==> src/rtl/match_referee.sv <==
// match_referee: round referee for the fighting-game core.
// Tracks both players' health and hit invulnerability, runs the round clock
// from 60 Hz ticks and reports game over plus the winner to the state controller.
// Optional build macro: SUDDEN_DEATH_EN (equal-health time-out enters SUDDEN_DEATH
// instead of ending as a draw).
module match_referee #(
    parameter int unsigned MAX_HEALTH    = 100,
    parameter int unsigned HP_W          = 8,
    parameter int unsigned DMG_W         = 4,
    parameter int unsigned ROUND_SECONDS = 60,
    parameter int unsigned TICKS_PER_SEC = 60,
    parameter int unsigned INVULN_TICKS  = 30
) (
    input  logic             clk_game,
    input  logic             reset,
    input  logic             reset_gameplay,
    input  logic             timer_reset,
    input  logic             timer_enable,
    input  logic             dmg_p1_valid,
    input  logic [DMG_W-1:0] dmg_p1_amt,
    input  logic             dmg_p2_valid,
    input  logic [DMG_W-1:0] dmg_p2_amt,
    output logic [HP_W-1:0]  p1_health,
    output logic [HP_W-1:0]  p2_health,
    output logic [6:0]       time_left_s,
    output logic             p1_invuln,
    output logic             p2_invuln,
    output logic             game_over_condition,
    output logic             winner_p1,
    output logic             winner_p2
);

    localparam int unsigned TICK_W = (TICKS_PER_SEC > 1) ? $clog2(TICKS_PER_SEC) : 1;
    localparam int unsigned INV_W  = $clog2(INVULN_TICKS + 1);

    typedef enum logic [1:0] {
        IDLE     = 2'd0,
        ACTIVE   = 2'd1,
        FINISHED = 2'd2
`ifdef SUDDEN_DEATH_EN
        ,
        SUDDEN_DEATH = 2'd3
`endif
    } state_t;

    state_t             state, state_nxt;
    logic [TICK_W-1:0]  tick, tick_nxt;
    logic [INV_W-1:0]   inv1, inv1_nxt, inv2, inv2_nxt;
    logic [HP_W-1:0]    hp1_nxt, hp2_nxt;
    logic [6:0]         time_nxt;
    logic               over_nxt, win1_nxt, win2_nxt;
    logic               play, clock_hold;

    // Health minus damage, clamped at zero.
    function automatic logic [HP_W-1:0] sat_sub(input logic [HP_W-1:0] hp,
                                                input logic [DMG_W-1:0] amt);
        sat_sub = (hp > HP_W'(amt)) ? hp - HP_W'(amt) : '0;
    endfunction

    // Next-state, gameplay update and round-end evaluation.
    always_comb begin
        state_nxt  = state;
        tick_nxt   = tick;
        inv1_nxt   = inv1;
        inv2_nxt   = inv2;
        hp1_nxt    = p1_health;
        hp2_nxt    = p2_health;
        time_nxt   = time_left_s;
        over_nxt   = game_over_condition;
        win1_nxt   = winner_p1;
        win2_nxt   = winner_p2;
        play       = 1'b0;
        clock_hold = 1'b0;

        case (state)
            IDLE: begin
                if (timer_enable) begin
                    state_nxt = ACTIVE;
                    play      = 1'b1;
                end
            end
            ACTIVE: begin
                // Evaluation on registered values; a terminating cycle freezes play.
                if (p1_health == '0 && p2_health == '0) begin
                    state_nxt = FINISHED;
                    over_nxt  = 1'b1;
                end else if (p1_health == '0) begin
                    state_nxt = FINISHED;
                    over_nxt  = 1'b1;
                    win2_nxt  = 1'b1;
                end else if (p2_health == '0) begin
                    state_nxt = FINISHED;
                    over_nxt  = 1'b1;
                    win1_nxt  = 1'b1;
                end else if (time_left_s == '0) begin
                    if (p1_health > p2_health) begin
                        state_nxt = FINISHED;
                        over_nxt  = 1'b1;
                        win1_nxt  = 1'b1;
                    end else if (p2_health > p1_health) begin
                        state_nxt = FINISHED;
                        over_nxt  = 1'b1;
                        win2_nxt  = 1'b1;
                    end else begin
`ifdef SUDDEN_DEATH_EN
                        state_nxt = SUDDEN_DEATH;
`else
                        state_nxt = FINISHED;
                        over_nxt  = 1'b1;
`endif
                    end
                end else if (timer_enable) begin
                    play = 1'b1;
                end
            end
`ifdef SUDDEN_DEATH_EN
            SUDDEN_DEATH: begin
                // Clock pinned at zero; first landed hit decides, invulnerability ignored.
                clock_hold = 1'b1;
                if (timer_enable && (dmg_p1_valid || dmg_p2_valid)) begin
                    state_nxt = FINISHED;
                    over_nxt  = 1'b1;
                    win1_nxt  = dmg_p2_valid && !dmg_p1_valid;
                    win2_nxt  = dmg_p1_valid && !dmg_p2_valid;
                    if (dmg_p1_valid) hp1_nxt = sat_sub(p1_health, dmg_p1_amt);
                    if (dmg_p2_valid) hp2_nxt = sat_sub(p2_health, dmg_p2_amt);
                end
            end
`endif
            FINISHED: begin
                state_nxt = FINISHED;
            end
            default: begin
                state_nxt = IDLE;
            end
        endcase

        if (play) begin
            if (dmg_p1_valid && inv1 == '0) begin
                hp1_nxt  = sat_sub(p1_health, dmg_p1_amt);
                inv1_nxt = INV_W'(INVULN_TICKS);
            end else if (inv1 != '0) begin
                inv1_nxt = inv1 - INV_W'(1);
            end
            if (dmg_p2_valid && inv2 == '0) begin
                hp2_nxt  = sat_sub(p2_health, dmg_p2_amt);
                inv2_nxt = INV_W'(INVULN_TICKS);
            end else if (inv2 != '0) begin
                inv2_nxt = inv2 - INV_W'(1);
            end
            if (tick == TICK_W'(TICKS_PER_SEC - 1)) begin
                tick_nxt = '0;
                if (time_left_s != '0) time_nxt = time_left_s - 7'd1;
            end else begin
                tick_nxt = tick + TICK_W'(1);
            end
        end

        if (timer_reset && !clock_hold) begin
            time_nxt = 7'(ROUND_SECONDS);
            tick_nxt = '0;
        end

        if (reset_gameplay) begin
            state_nxt = IDLE;
            tick_nxt  = '0;
            inv1_nxt  = '0;
            inv2_nxt  = '0;
            hp1_nxt   = HP_W'(MAX_HEALTH);
            hp2_nxt   = HP_W'(MAX_HEALTH);
            time_nxt  = 7'(ROUND_SECONDS);
            over_nxt  = 1'b0;
            win1_nxt  = 1'b0;
            win2_nxt  = 1'b0;
        end
    end

    // State and output registers with synchronous reset.
    always_ff @(posedge clk_game) begin
        if (reset) begin
            state               <= IDLE;
            tick                <= '0;
            inv1                <= '0;
            inv2                <= '0;
            p1_health           <= HP_W'(MAX_HEALTH);
            p2_health           <= HP_W'(MAX_HEALTH);
            time_left_s         <= 7'(ROUND_SECONDS);
            p1_invuln           <= 1'b0;
            p2_invuln           <= 1'b0;
            game_over_condition <= 1'b0;
            winner_p1           <= 1'b0;
            winner_p2           <= 1'b0;
        end else begin
            state               <= state_nxt;
            tick                <= tick_nxt;
            inv1                <= inv1_nxt;
            inv2                <= inv2_nxt;
            p1_health           <= hp1_nxt;
            p2_health           <= hp2_nxt;
            time_left_s         <= time_nxt;
            p1_invuln           <= (inv1_nxt != '0);
            p2_invuln           <= (inv2_nxt != '0);
            game_over_condition <= over_nxt;
            winner_p1           <= win1_nxt;
            winner_p2           <= win2_nxt;
        end
    end

endmodule

==> config.mk <==
export PLATFORM = sky130hd
export DESIGN_NAME = match_referee
export DESIGN_NICKNAME = d
export VERILOG_FILES = /design/src/rtl/match_referee.sv
export SDC_FILE = /design/constraint.sdc
export NUM_CORES = 1
export LEC_CHECK = 0
export ABC_AREA = 1
export BUFFER_PORTS_ARGS = -buffer_cell sky130_fd_sc_hd__buf_2
export CAP_MARGIN = 5
export CORE_MARGIN = 1
export CORE_UTILIZATION = 45
export DETAILED_ROUTE_END_ITERATION = 8
export PLACE_DENSITY = 0.69
export SETUP_SLACK_MARGIN = 0.05
export SLEW_MARGIN = 20
export SYNTH_ARGS = -nofsm -noshare
export SYNTH_HDL_FRONTEND = slang
export SYNTH_SLANG_ARGS = --single-unit
==> constraint.sdc <==
create_clock -name clk_game -period 2.1 [get_ports clk_game]
set_input_delay 0.315 -clock clk_game [delete_from_list [all_inputs] [get_ports clk_game]]
set_output_delay 0.315 -clock clk_game [all_outputs]
set_load 0.01 [all_outputs]
; Word-level counts from Yosys, hierarchy flattened
; Cells that the tools add are included.
[word_totals]
regBits = 46
in_bits = 15
word_cells = 94
[op_classes]
n_addsub = 6
order_cmp = 4
eq_ne = 7
mux = 35
n_bitwise = 2
reduce_logical = 28
[op_table]
columns = operator, count
row1 = 2-to-1 mux 5 bit, 8
row2 = nonzero test 5 bit, 4
row3 = 2-to-1 mux 1 bit, 17
row4 = > comparator 8 x 4 -> 1 bit, 2
row5 = > comparator 8 bit, 2
row6 = logical NOT 8 bit, 2
row7 = 2-to-1 mux 8 bit, 2
row8 = subtractor 8 x 4 -> 8 bit, 2
row9 = logical NOT 5 bit, 2
row10 = 2-to-1 mux 2 bit, 5
row11 = subtractor 5 x 1 -> 5 bit (second input constant), 2
row12 = AND reduction 2 bit, 4
row13 = nonzero test 2 bit, 4
row14 = logical NOT 7 bit, 1
row15 = nonzero test 7 bit, 1
row16 = subtractor 7 x 1 -> 7 bit (second input constant), 1
row17 = adder 6 x 1 -> 6 bit (second input constant), 1
row18 = equality test 6 bit (second input constant), 1
row19 = 2-to-1 mux 6 bit, 1
row20 = inequality test 2 bit (second input constant), 3
row21 = case mux 2 bit (3 select lines), 1
row22 = AND reduction 6 bit, 1
row23 = inequality test 5 bit (second input constant), 1
row24 = AND reduction 5 bit, 1
row25 = other kinds (10), 13

; Longest topological paths before layout
; Gate-level depths: netlist of run 1.
[depth]
ltp_word = 9
depth_mapped = 14

; Least setup slack after synthesis of run 1
; OpenSTA, ideal clock, no wires.
[synth_path]
kind = register -> register
startpoint = register p2_health[0]
endpoint = register p2_health[4]
setup_time_ns = 0.122
arrival_time_ns = 1.921
path_slack_ns = 0.058
stages_incl_launch_ff = 12
n_path_buf = 0
synth_period_minus_slack_ns = 2.042
path_cell_list = dfxtp_1 -> inv_1 -> ha_1 -> inv_1 -> fa_1 -> nand2_1 -> a21oi_1 -> or2_2 -> nand2_1 -> nand3_1 -> o21ai_0 -> nor2_1
[synth_between]
elab_chain_len = 6
word_cells_on_any_way = 10
[synth_lines]
columns = element, line_no
row1 = start: declaration, 24  ; output logic [HP_W-1:0] p2_health,
row2 = start signal: assignment, 186  ; p2_health <= HP_W'(MAX_HEALTH);
row3 = start signal: assignment, 199  ; p2_health <= hp2_nxt;
row4 = logical NOT 8 bit, "84, 91"
row5 = 2-to-1 mux 1 bit, 91  ; end else if (p2_health == '0) begin
row6 = 2-to-1 mux 1 bit, 87  ; end else if (p1_health == '0) begin
row7 = 2-to-1 mux 1 bit, 84  ; if (p1_health == '0 && p2_health == '0) begin
row8 = case mux 1 bit (2 select lines), 75  ; case (state)
row9 = AND reduction 2 bit (no line), -
; Several ways; a longest one is shown, not always the timed one.
; A chain may end at the register's enable or synchronous reset.

; Worst setup path in the final report of run 1
[layout_path]
startpoint = register p2_health[0]
endpoint = register p2_health[6]
; The elaborated chain is that of the path after synthesis.

==> flow_summary.toml, run 1 <==
[status]
outcome = "completed"

[worst_setup_path]
path_max_fanout = 5
startpoint_type = "register"
critPathKind = "register to register"
worstPathArrival_ns = 2.15
critPathRequiredTime_ns = 2.29
worst_setup_path_end_kind = "register"

[cts]
clockRootBuffer = "clkbuf_8"
tritoncts = "built"
cts_made_buffers = 5
postCtsHoldBufs = 0
cts_buffer_depth = 2
cts.clk_slew.worst_paths_ns = 0.09
clock_sinks = 46
htree_levels = 2
clk_latency_ns = 0.30

[finish]
syn_to_final_growth_pct = 18.89
antenna_cells = 0
nets = 545
stdcell_area_um2 = 3583
fillers = 651
drive_gt1_share_pct = 19.01
seq_area_um2 = 922.1
multiInputGateArea_um2 = 1823
finalNonFillerCells = 582

[sta]
drv_slew = 0
tightestPinTransition_ns = 0.4080
slew_headroom_pct = 72.55
period_minus_slack_ns = 1.958
min_period_over_period_pct = 93.25
grt_setup_unrepaired = "yes"
skew_ns = 0.008892
finalSetupViolations = 0
fmax_mhz = 510.7
hold_violations = 0

[power_and_ir_drop]
p_leak_nw = 1.785
powerDensity_nw_per_um2 = 572.3
vdd_drop_max_mv = 0.2503

[logic_synthesis]
netlist_instances = 442
synth_area_um2 = 3014
synth_cell_types = 34
syn-num-nets = 483
avgSynthCellArea_um2 = 6.819
yosys_warnings = 0
yosysSeqAreaShare_pct = 30.55
ys_seq_elements = 46

[detailed_routing]
ant_nets = 0
firstDrtPassIters = 4
routedWlPerCell_um = 11.97
drt_iter0_drc = 92
remaining_drc_errors = 0
drt-total-wl_um = 6967
vias = 2971
drt-vias-per-instance = 5.105

[placed_design]
dp_cells = 573
place_area_um2 = 3430
dp_hpwl_um = 5470
port_buffers = 42
gp_routability_congestion = 0.8891

[job]
cap_violations = 0

[floorplan]
die_y_um = 83.84
dieArea_um2 = 7029
start_util_pct = 46.93
pin_count = 43
die_x_um = 83.84
rows = 29
coreArea_um2 = 6422

[grt]
grt_pass1_wl_um = 12050
grt_pass1_vias = 2666
grt_max_degree = 15
grt_antenna_before_repair = 0
track_usage_pct = 20.99
grt_overflow_total = 0

[hold_path]
hp-class = "input pin to register"
## worst max-delay path, stage by stage (launching register included)
cell,delay [ns]
dfxtp_2,0.33
inv_2,0.07
ha_4,0.13
inv_2,0.04
fa_2,0.40
nand2_2,0.07
a21oi_1,0.08
or2_4,0.24
nand2_2,0.09
nand3_4,0.10
buf_6,0.14
nand3_1,0.07
o211ai_1,0.08
## registers in the layout, summed over array words and instances (netlist names)
name	count
p2_health	8
inv1	5
tick	6
p1_invuln	1
winner_p2	1
p1_health	8
game_over_condition	1
inv2	5
state	2
p2_invuln	1
winner_p1	1
time_left_s	7
## cells in the mapped netlist
master | number | area (um2)
buf_4 | 2 | 15.01
xnor2_1 | 3 | 26.28
ha_1 | 24 | 300.3
o21ai_0 | 16 | 80.08
o21a_1 | 1 | 7.510
nor3_1 | 3 | 15.01
nand2_4 | 2 | 22.52
a211oi_1 | 1 | 7.510
or2_1 | 1 | 6.260
o21bai_1 | 1 | 7.510
nor2_2 | 3 | 18.77
nand2_1 | 86 | 322.8
a31oi_1 | 2 | 12.51
dfxtp_1 | 46 | 920.9
o211ai_1 | 5 | 37.54
nor4_1 | 2 | 12.51
fa_1 | 2 | 40.04
clkbuf_1 | 2 | 7.510
buf_6 | 1 | 11.26
inv_1 | 72 | 270.3
nor2_1 | 48 | 180.2
nand2_2 | 2 | 12.51
o31ai_1 | 2 | 15.01
nand4_1 | 14 | 87.58
nor3b_1 | 2 | 15.01
nand3b_1 | 2 | 15.01
buf_2 | 1 | 5.000
xor2_1 | 7 | 61.31
a21oi_1 | 27 | 135.1
nor2_4 | 3 | 33.78
inv_2 | 3 | 11.26
or2_2 | 4 | 25.02
nand3_1 | 51 | 255.2
nand3b_4 | 1 | 20.02
## path summary, 6_finish.rpt
| check | startpoint | depth (start not counted) | slack (ns) | to |
|---|---|---|---|---|
| worst max-delay path | p2_health[0]$_SDFFE_PP0P_ | 12 | 0.14 | p2_health[6]$_SDFFE_PP1P_ |
| worst min-delay path | reset | 2 | 0.25 | inv1[2]$_SDFF_PP0_ |
| worst max register to register | p2_health[0]$_SDFFE_PP0P_ | 12 | 0.14 | p2_health[6]$_SDFFE_PP1P_ |
| worst min register to register | winner_p1$_SDFFE_PP0P_ | 2 | 0.46 | winner_p1$_SDFFE_PP0P_ |
## per-stage QoR
step | setup WS, ns | util, % | TNS (ns) | power (W) | hold slack [ns]
CTS | 0.05116 | 54.98 | 0 | 0.002057 | 0.2414
global placement | 0.01919 | 53.40 | 0 | 0.001474 | 0.4422
global route | 0.02631 | 55.80 | 0 | 0.002197 | 0.2633
finish | 0.1418 | 55.80 | 0 | 0.002051 | 0.2516
floorplan | 0.05766 | - | 0 | 0.001332 | 0.3874
detailed placement | -0.08491 | 53.40 | -0.3951 | 0.001485 | 0.4489
## cell usage in the layout (no fill, tap or decap), drive strengths merged
| cell | synthesis | layout |
|---|---|---|
| a211oi | 1 | 1 |
| a21oi | 27 | 27 |
| o31ai | 2 | 2 |
| nand3b | 3 | 3 |
| nand2 | 90 | 90 |
| clkbuf | 2 | 7 |
| nand4 | 14 | 14 |
| a31oi | 2 | 2 |
| nor2 | 54 | 54 |
| xnor2 | 3 | 3 |
| o21ai | 16 | 16 |
| o21a | 1 | 1 |
| xor2 | 7 | 7 |
| fa | 2 | 2 |
| inv | 75 | 75 |
| nand3 | 51 | 51 |
| or2 | 5 | 5 |
| clkinv | 0 | 1 |
| o21bai | 1 | 1 |
| o211ai | 5 | 5 |
| ha | 24 | 24 |
| nor4 | 2 | 2 |
| buf | 4 | 61 |
| nor3 | 3 | 3 |
| nor3b | 2 | 2 |
| dfxtp | 46 | 46 |
## cells by family after synthesis
| family | after synthesis | synth area share [%] |
|---|---|---|
| fa+ha+maj | 26 | 11.29 |
| flops | 46 | 30.55 |
| buf+inv | 81 | 10.63 |
| simple gates | 224 | 34.58 |
| xor+xnor | 10 | 2.906 |
| compound gates | 55 | 10.05 |
## what timing repair did
action / CTS / global route
setup endpoints to repair: 7 / 14
pin swaps: 0 / 1
buffers inserted: 0 / 1
resized for setup: 4 / 14
## routing by layer
metal	vias to the layer above	part of all wire, %	GRT usage, %
li1	1563	-	-
met1	1355	49	28.48
met2	46	47	34.58
met3	7	3.3	3.660
met4	0	0.98	5.016
met5	-	0	0
## where the power goes
| part | internal [W] | switching (W) |
|---|---|---|
| Clock | 0.000266 | 0.000303 |
| Sequential | 0.000910 | 0.0000302 |
| Combinational | 0.000216 | 0.000326 |
| Total | 0.00139 | 0.000659 |
## layout make-up
type | count | share of cell area [%]
inverters | 75 | 7.856
flip-flops and latches | 46 | 25.73
well taps | 77 | 2.689
clock buffers | 7 | 2.409
multi-input cells | 315 | 50.87
repair buffers | 61 | 10.30
clock inverters | 1 | 0.1397
Note: power is estimated with default switching activity, not from simulation.
==> run 2: changes to the inputs <==
Settings changed: CTS_BUF_LIST from default to sky130_fd_sc_hd__clkbuf_4 sky130_fd_sc_hd__clkbuf_8.
==> run 2 against run 1 <==
Net effect:
- core utilization rose by 0.059 points
- routed wire length barely moved
- design area rose by 0.10%
- largest cell class unchanged
==> flow_summary.toml, run 2 (synthesis gave the netlist of run 1 again) <==
[status]
outcome = "completed"

[grt]
track_usage_pct = 20.99
grt_pass1_vias = 2666
grt_pass1_wl_um = 12050
grt_max_degree = 15
grt_antenna_before_repair = 0
grt_overflow_total = 0

[cts]
cts_made_buffers = 5
cts.clk_slew.worst_paths_ns = 0.09
clockRootBuffer = "clkbuf_8"
tritoncts = "built"
postCtsHoldBufs = 0
clk_latency_ns = 0.30
htree_levels = 2
cts_buffer_depth = 2
clock_sinks = 46

[finish]
stdcell_area_um2 = 3587
drive_gt1_share_pct = 19.21
nets = 545
syn_to_final_growth_pct = 19.01
mostFrequentLayoutCells = "nand2_1, inv_1, nand3_1"
antenna_cells = 0
reg.largest.list = "p1_health (8), p2_health (8), time_left_s (7)"
mostFrequentLayoutCell = "nand2_1"

[floorplan]
rows = 29
start_util_pct = 46.93
pin_count = 43
dieArea_um2 = 7029
die_x_um = 83.84
coreArea_um2 = 6422
die_y_um = 83.84

[sta]
slew_headroom_pct = 72.55
min_period_over_period_pct = 93.23
timing.final.ws_setup_ns = 0.1423
hold_ws_ns = 0.2516
tns_ns = 0
period_minus_slack_ns = 1.958
tightestPinTransition_ns = 0.4080
grt_setup_unrepaired = "yes"
drv_slew = 0
hold_violations = 0
finalSetupViolations = 0
fmax_mhz = 510.8
skew_ns = 0.008892

[power_and_ir_drop]
vdd_drop_max_mv = 0.2503
p_leak_nw = 1.788
powerDensity_nw_per_um2 = 575.4

[worst_setup_path]
cp_cell_sequence = "inv_2, ha_4, inv_2, fa_2, nand2_2, a21oi_1, or2_4, nand2_2, nand3_4, buf_6, nand3_1, o211ai_1"
critPathRequiredTime_ns = 2.29
critPathTopFamily = "simple AND/OR/NAND/NOR gates"
startpoint_type = "register"
crit_slowest_cell = "fa_2"
path_max_fanout = 5
critPathKind = "register to register"
worst_setup_path_end_kind = "register"
path_buf_inv = 3
worstPathArrival_ns = 2.15
cpPeakStageDelay_ns = 0.40

[detailed_routing]
drt-total-wl_um = 6970
vias = 2970
drt-vias-per-instance = 5.103
firstDrtPassIters = 4
drt_iter0_drc = 85
routedWlPerCell_um = 11.98
remaining_drc_errors = 0
ant_nets = 0

[placed_design]
post-place-ws_ns = -0.08491
dp_hpwl_um = 5470
port_buffers = 42
gp_routability_congestion = 0.8891
place_area_um2 = 3430

[job]
cap_violations = 0

[hold_path]
hp-class = "input pin to register"
==> run 2: final timing paths <==
check,start,end,slack (ns),depth (start not counted)
setup / recovery,p2_health[0]$_SDFFE_PP0P_,p2_health[6]$_SDFFE_PP1P_,0.14,12
hold reg to reg,winner_p1$_SDFFE_PP0P_,winner_p1$_SDFFE_PP0P_,0.46,2
hold / removal,reset,inv1[2]$_SDFF_PP0_,0.25,2
setup reg to reg,p2_health[0]$_SDFFE_PP0P_,p2_health[6]$_SDFFE_PP1P_,0.14,12
==> run 2: area by class of cell <==
cell class              count  area (um2)
clock buffers               7       90.09
clock inverters             1       5.005
fillers                   649        2835
inverters                  75       281.5
multi-input cells         315        1823
flip-flops and latches     46       922.1
well taps                  77       96.34
repair buffers             61       369.1
==> run 2: stage by stage <==
stage | cells | utilization (%) | total power, W
floorplan | 442 | - | 0.001332
global placement | 573 | 53.40 | 0.001474
detailed placement | 573 | 53.40 | 0.001485
CTS | 581 | 55.04 | 0.002070
global route | 582 | 55.85 | 0.002210
finish | 582 | 55.85 | 0.002064
==> run 2: report_power, final <==
part	switching [W]	internal [W]	total, W
registers	0.0000301	0.000910	0.000940
logic	0.000326	0.000216	0.000542
clock network	0.000303	0.000279	0.000582
==> run 2: what timing repair did <==
| action | 4_1_cts | 5_1_grt |
|---|---|---|
| buffers inserted | 0 | 1 |
| pin swaps | 0 | 1 |
| resized for setup | 4 | 14 |
| setup endpoints to repair | 7 | 14 |
==> run 2: routing by layer <==
metal / wire [um] / GRT usage, %
met3: 229 / 3.660
met4: 68 / 5.016
met1: 3423 / 28.48
met2: 3250 / 34.58
met5: 0 / 0
==> run 3: changes to the inputs <==
Settings changed: REMOVE_ABC_BUFFERS from default to 1.
==> run 3 against run 2 <==
Net effect:
- the flow now finishes with violations (design-rule violations)
- sequential cell count is the same
- core utilization fell by 0.19 points
- first-iteration DRC count increased by 64%
- register-to-register slack is essentially flat
- die area did not move
- sequential share of layout area rose by 0.16 points
==> flow_summary.toml, run 3 (synthesis gave the netlist of run 1 again) <==
[floorplan]
rows = 29
pin_count = 43
dieArea_um2 = 7029
start_util_pct = 46.93
coreArea_um2 = 6422
die_x_um = 83.84
die_y_um = 83.84

[power_and_ir_drop]
vdd_drop_max_mv = 0.2940
powerDensity_nw_per_um2 = 575.1
p_leak_nw = 1.777

[cts]
clockRootBuffer = "clkbuf_8"
clock_sinks = 46
tritoncts = "built"
cts_made_buffers = 5
cts_buffer_depth = 2
cts.clk_slew.worst_paths_ns = 0.09
htree_levels = 2
clk_latency_ns = 0.31

[grt]
grt_pass1_wl_um = 11910
grt_overflow_total = 0
grt_pass1_vias = 2773
grt_max_degree = 14
grt_antenna_before_repair = 0
track_usage_pct = 20.58

[placed_design]
dp_hpwl_um = 5318
gp_routability_congestion = 0.9295
place_area_um2 = 3402
dp_cells = 571
post-place-ws_ns = -0.0007474
port_buffers = 42

[detailed_routing]
ant_nets = 0
drt_iter0_drc = 139
drt-vias-per-instance = 5.151
remaining_drc_errors = 8
vias = 2993
drt-total-wl_um = 6872
firstDrtPassIters = 6
routedWlPerCell_um = 11.83

[status]
violations = "design-rule violations"
outcome = "finished with violations"

[sta]
tns_ns = 0
fmax_mhz = 508.0
slew_headroom_pct = 74.29
timing.final.ws_setup_ns = 0.1315
tightestPinTransition_ns = 0.3822
finalSetupViolations = 0
skew_ns = 0.01489
hold_ws_ns = 0.2345
drv_slew = 0
min_period_over_period_pct = 93.74
hold_violations = 0
period_minus_slack_ns = 1.969
grt_setup_unrepaired = "yes"

[hold_path]
worstHoldStart = "reset"
hp-class = "input pin to register"

[worst_setup_path]
critPathRequiredTime_ns = 2.29
reg2reg_from = "p1_health[0]$_SDFFE_PP0P_"
critical_path.startpoint = "p1_health[0]$_SDFFE_PP0P_"
worst_setup_path_end_kind = "register"
path_max_fanout = 5
critPathKind = "register to register"
worstPathArrival_ns = 2.16
startpoint_type = "register"

[finish]
antenna_cells = 0
mostFrequentLayoutCell = "nand2_1"
drive_gt1_share_pct = 19.44
reg.largest.list = "p1_health (8), p2_health (8), time_left_s (7)"
finalNonFillerCells = 581
syn_to_final_growth_pct = 18.60
fillers = 615
stdcell_area_um2 = 3575
nets = 544
mostFrequentLayoutCells = "nand2_1, inv_1, nand3_1"

[job]
cap_violations = 0
run 3: changes by cell type in the layout (fill, tap and decap cells not counted), sizes merged:
cell | before | now
buf | 61 | 60
run 3: routing by layer:
metal	vias to the layer above	wire length, um	GRT usage, %
li1	1559	-	-
met4	0	141	8.150
met2	70	3206	34.65
met3	13	286	3.561
met5	-	0	0
met1	1351	3237	26.07
run 3: critical path, cell delays in order, from the launching register on:
cell	delay (ns)
dfxtp_2	0.36
inv_1	0.06
ha_1	0.13
inv_1	0.06
fa_1	0.40
inv_1	0.09
o21ai_0	0.13
a21oi_1	0.24
inv_1	0.08
buf_4	0.15
nand4_1	0.08
o211ai_1	0.08
run 3: what timing repair did:
| item | in CTS | in global routing |
|---|---|---|
| setup buffers | 0 | 2 |
| pin swaps | 0 | 4 |
| cloned | 0 | 0 |
| setup endpoints to repair | 7 | 32 |
| gates resized for setup | 3 | 17 |
| hold buffers | 0 | 0 |
run 3: cell type report:
| cell class | instances | area, um2 | area share [%] |
|---|---|---|---|
| Tap cell | 77 | 96.34 | 2.695 |
| Clock buffer | 7 | 90.09 | 2.520 |
| Sequential cell | 46 | 924.6 | 25.87 |
| Multi-Input combinational cell | 315 | 1824 | 51.03 |
| Timing Repair Buffer | 60 | 352.8 | 9.870 |
| Clock inverter | 1 | 5.005 | 0.1400 |
| Inverter | 75 | 281.5 | 7.875 |
run 3: path summary, 6_finish.rpt:
path                                                  end  slack, ns  cells past startpoint
worst max-delay path            p1_health[5]$_SDFFE_PP1P_       0.13                     11
worst min-delay path                   inv1[2]$_SDFF_PP0_       0.23                      2
worst max register to register  p1_health[5]$_SDFFE_PP1P_       0.13                     11
worst min register to register     winner_p2$_SDFFE_PP0P_       0.46                      2
run 3: report_power, final:
group	internal (W)	switching [W]
clock	0.000279	0.000303
combinational	0.000211	0.000322
sequential	0.000910	0.0000303
total	0.00140	0.000655
run 3: stage by stage:
stage / power, W / utilization [%]
global placement: 0.001462 / 52.97
detailed placement: 0.001470 / 52.97
finish: 0.002056 / 55.66
global route: 0.002196 / 55.66
CTS: 0.002049 / 54.61
floorplan: 0.001318 / -
